**src/rtl/swap_scheduler.sv**
```systemverilog
// Swap scheduler: round-robin arbitration among four requesters for a shared
// register-file swap datapath. A granted swap runs temp<-RF[a], RF[a]<-RF[b],
// RF[b]<-temp, then pulses ack to the owner. All outputs are Moore-decoded.
module swap_scheduler #(
  parameter int ADDR_W = 3,
  parameter int NREQ   = 4
) (
  input  logic                   clk,
  input  logic                   reset_n,
  input  logic [NREQ-1:0]        req,
  input  logic [NREQ*ADDR_W-1:0] addr_a,
  input  logic [NREQ*ADDR_W-1:0] addr_b,
  output logic [NREQ-1:0]        gnt,
  output logic [NREQ-1:0]        ack,
  output logic                   busy,
  output logic [1:0]             step,
  output logic [ADDR_W-1:0]      rd_addr,
  output logic [ADDR_W-1:0]      wr_addr,
  output logic                   wr_en,
  output logic                   wr_sel,
  output logic                   tmp_we
);

  typedef enum logic [2:0] {
    IDLE,
    LOAD_T,
    MOVE_BA,
    MOVE_TB,
    ACK
  } state_t;

  state_t              state_q, state_d;
  logic [1:0]          ptr_q, ptr_d;
  logic [ADDR_W-1:0]   a_q, a_d;
  logic [ADDR_W-1:0]   b_q, b_d;
  logic [NREQ-1:0]     gnt_q, gnt_d;

  logic                win_found;
  logic [1:0]          win_idx;
  logic [1:0]          scan_idx;
  logic [ADDR_W-1:0]   win_a;
  logic [ADDR_W-1:0]   win_b;

  // Round-robin search: first requesting index at or after ptr_q, wrapping.
  always_comb begin
    win_found = 1'b0;
    win_idx   = '0;
    scan_idx  = '0;
    for (int unsigned i = 0; i < NREQ; i++) begin
      scan_idx = ptr_q + 2'(i);
      if (!win_found && req[scan_idx]) begin
        win_found = 1'b1;
        win_idx   = scan_idx;
      end
    end
    win_a = addr_a[win_idx*ADDR_W +: ADDR_W];
    win_b = addr_b[win_idx*ADDR_W +: ADDR_W];
  end

  // State, pointer, latched addresses and grant register.
  always_ff @(posedge clk) begin
    if (!reset_n) begin
      state_q <= IDLE;
      ptr_q   <= '0;
      a_q     <= '0;
      b_q     <= '0;
      gnt_q   <= '0;
    end else begin
      state_q <= state_d;
      ptr_q   <= ptr_d;
      a_q     <= a_d;
      b_q     <= b_d;
      gnt_q   <= gnt_d;
    end
  end

  // Next-state logic; inputs are only looked at in IDLE, so a dropped req or
  // changed address mid-sequence has no effect on the swap in flight.
  always_comb begin
    state_d = state_q;
    ptr_d   = ptr_q;
    a_d     = a_q;
    b_d     = b_q;
    gnt_d   = gnt_q;
    case (state_q)
      IDLE: begin
        if (win_found) begin
          gnt_d   = NREQ'(1) << win_idx;
          ptr_d   = win_idx + 2'd1;
          a_d     = win_a;
          b_d     = win_b;
          state_d = (win_a == win_b) ? ACK : LOAD_T;
        end
      end
      LOAD_T:  state_d = MOVE_BA;
      MOVE_BA: state_d = MOVE_TB;
      MOVE_TB: state_d = ACK;
      ACK: begin
        state_d = IDLE;
        gnt_d   = '0;
      end
      default: begin
        state_d = IDLE;
        gnt_d   = '0;
      end
    endcase
  end

  // Moore output decode from registered state and latched addresses.
  always_comb begin
    gnt     = gnt_q;
    ack     = '0;
    busy    = (state_q != IDLE);
    step    = 2'd0;
    rd_addr = '0;
    wr_addr = '0;
    wr_en   = 1'b0;
    wr_sel  = 1'b0;
    tmp_we  = 1'b0;
    case (state_q)
      LOAD_T: begin
        rd_addr = a_q;
        tmp_we  = 1'b1;
        step    = 2'd1;
      end
      MOVE_BA: begin
        rd_addr = b_q;
        wr_addr = a_q;
        wr_en   = 1'b1;
        step    = 2'd2;
      end
      MOVE_TB: begin
        wr_addr = b_q;
        wr_sel  = 1'b1;
        wr_en   = 1'b1;
        step    = 2'd3;
      end
      ACK: ack = gnt_q;
      default: ;
    endcase
  end

endmodule

```
**config.mk**
```make
export PLATFORM = sky130hd
export DESIGN_NAME = swap_scheduler
export DESIGN_NICKNAME = d
export VERILOG_FILES = /design/src/rtl/swap_scheduler.sv
export SDC_FILE = /design/constraint.sdc
export NUM_CORES = 1
export LEC_CHECK = 0
export ABC_AREA = 1
export BUFFER_PORTS_ARGS = -buffer_cell sky130_fd_sc_hd__buf_2
export CAP_MARGIN = 20
export CORE_MARGIN = 4
export CORE_UTILIZATION = 35
export CTS_CLUSTER_DIAMETER = 150
export DETAILED_ROUTE_END_ITERATION = 7
export GPL_ROUTABILITY_DRIVEN = 1
export GPL_TIMING_DRIVEN = 0
export PLACE_DENSITY = 0.7
export SETUP_SLACK_MARGIN = 0.2
export SLEW_MARGIN = 20
export SYNTH_ARGS = -nofsm -noshare
export SYNTH_HDL_FRONTEND = slang
export SYNTH_SLANG_ARGS = --single-unit
```
**constraint.sdc**
```tcl
create_clock -name clk -period 2.1 [get_ports clk]
set_input_delay 0.315 -clock clk [delete_from_list [all_inputs] [get_ports clk]]
set_output_delay 0.315 -clock clk [all_outputs]
set_load 0.05 [all_outputs]
```
==> summary.txt <==
Outcome
  – Status: finished, final reports clean

Cells and area
  – Layout Nets: 375
  – Most common cell after layout, fill and taps aside: nand2_1
  – Filler cells: 368
  – Layout cells sized above 1: 0.491
  – Area grow syn2layout: 66.8%
  – Ant diodes: 0
  – Most frequent cells in the layout: nand2_1 (70), buf_2 (44), inv_1 (40)

Logic synthesis
  – Sequential fraction of the synthesis area: 0.199
  – Synth warnings: 0
  – Synth Cell Area: 1510 µm²
  – Number of distinct library cells after synthesis: 22
  – Synth Area per Inst: 5.58 µm²
  – Post-Syn Instances: 270
  – Syn_nets: 304
  – Seq cells post-synth: 15

Clock network
  – CTS H-tree lvls: 1
  – CTS Buf Count: 3
  – Max Buffers Root-to-Sink: 2
  – Root Buffer: clkbuf_8
  – CTS tree: built
  – Clk slew on worst S/H paths: 0.06 ns
  – Hold Buf Count CTS: 0
  – Clock sink total: 15
  – Clk Latency, worst-skew pair: 0.25 ns

Critical path
  – CP Data Arrival Time: 2.18 ns
  – Worst r2r path cells: 18
  – Kind of critical path: reg2reg
  – Crit-path max FO: 6
  – CP required: 2.23 ns
  – Crit end category: flop
  – Critical Path Source Type: flop
  – R2R setup slack: 0.05 ns

Global routing
  – GR met2 Demand/Resource: 0.277
  – Pin count of the biggest net entering global routing: 11
  – Vias in the first global route: 1,692
  – Grt met1 use: 0.207
  – Total grt overflow: 0
  – First-pass GRT wire length: 7090 µm
  – Global routing usage on met3: 0.00958
  – GRT Util Overall: 0.163
  – Gr busiest metal: met2
  – Initial antenna violation count: 0

Detailed routing
  – Antenna-violating nets left: 0
  – First-pass iteration count of the detailed router: 4
  – DRT iter0 DRCs: 81
  – Vias/cell: 4.84
  – Residual DRC: 0
  – Routed vias: 1,888
  – Final WL: 4630 µm
  – Routed len/inst: 11.9 µm

Hold path
  – Hold path depth: 3
  – Hold Crit Class: in2reg

STA
  – Final hold vios: 0
  – Maximum clock rate: 0.487 GHz
  – Slew @ Worst Pin: 0.518 ns
  – Post-route minimum period: 2.05 ns
  – Post-Route Setup TNS: 0 ns
  – Slew Limit Headroom: 0.655
  – Final worst path period share: 0.977
  – Number of setup violations in the final report: 0
  – RSZ-0062 raised after global routing: true
  – Worst Skew: 0.00260 ns
  – Slew Viols, Final: 0

Floorplanning
  – Initial Util: 0.369
  – # rows: 23
  – Die W: 73.6 µm
  – Die height: 73.6 µm
  – Total core area: 4090 µm²
  – Die ar.: 5420 µm²
  – I/O Pins: 50

Place
  – PortBufs: 49
  – Detailed Place HPWL: 3160 µm
  – GP Congestion: 0.922

Flow run
  – MaxCap Viol Count: 0
==> per-stage QoR <==
stage	hold slack [ns]	area [µm²]	utilization	instances	setup WS (ns)
floorplan	0.453	1630	-	270	0.208
global placement	0.465	1930	0.473	369	0.00992
detailed placement	0.473	1930	0.473	369	-0.0157
CTS	0.332	2170	0.532	387	0.0890
global route	0.357	2510	0.615	390	-0.108
finish	0.330	2510	0.615	390	0.0478
==> Yosys cell counts (all sizes together) <==
library cell,count,share of area
a21oi,16,0.053
buf,8,0.044
clkbuf,1,0.0025
dfxtp,15,0.20
ha,4,0.033
inv,50,0.12
nand2,110,0.29
nand3,29,0.12
nand3b,8,0.040
nand4,2,0.0083
nor2,10,0.030
o211ai,1,0.0050
o21ai,10,0.033
o22ai,6,0.025
==> repair_timing <==
action                                  CTS  global route
pin swaps                                 8            19
gates resized for setup                  30            84
gates cloned                              3             1
endpoints found under the setup margin   20            19
setup buffers                            11             2
==> routing by layer <==
| metal | share of wire | up-vias |
|---|---|---|
| met4 | 0.022 | 0 |
| met2 | 0.51 | 47 |
| met1 | 0.42 | 841 |
| li1 | - | 989 |
| met5 | 0 | - |
| met3 | 0.046 | 11 |
==> cell type report <==
type	count	area [µm²]	share of cell area
flip-flops and latches	15	308	0.123
clock buffers	4	45.0	0.0179
repair buffers	66	442	0.176
multi-input cells	196	1350	0.537
inverters	50	205	0.0817
well taps	50	62.6	0.0249
plain buffers	9	101	0.0403
==> state kept, by name, indices dropped and copies added (netlist names) <==
signal,flops
a_q,3
ptr_q,2
b_q,3
state_q,3
gnt,4
==> final timing paths <==
path / startpoint / end
worst max-delay path: ptr_q[0] / state_q[0]
worst min-delay path: reset_n / ptr_q[0]
worst max register to register: ptr_q[0] / state_q[0]
worst min register to register: gnt[1] / gnt[1]
==> cell families after synthesis <==
family | count (synthesis) | synth area share
buf+inv | 59 | 0.171
simple gates | 159 | 0.480
compound gates | 33 | 0.116
flops | 15 | 0.199
fa+ha+maj | 4 | 0.0332
==> critical path, stage by stage (launching register included) <==
cell     delay, ns
dfxtp_4       0.37
buf_8         0.15
nand2_2       0.08
nand2_4       0.07
nand2_2       0.06
nand2_2       0.06
nor2_4        0.14
nand3_2       0.08
nand3_2       0.10
nand2_4       0.10
inv_6         0.10
buf_8         0.13
nand3_2       0.07
nand2_2       0.10
nand2_2       0.06
nand2_2       0.06
nand3_1       0.06
nand2_1       0.07
a21oi_1       0.06
Power is not shown: default switching activity piles up to over one toggle a cycle in this logic, so the estimate is an artifact.
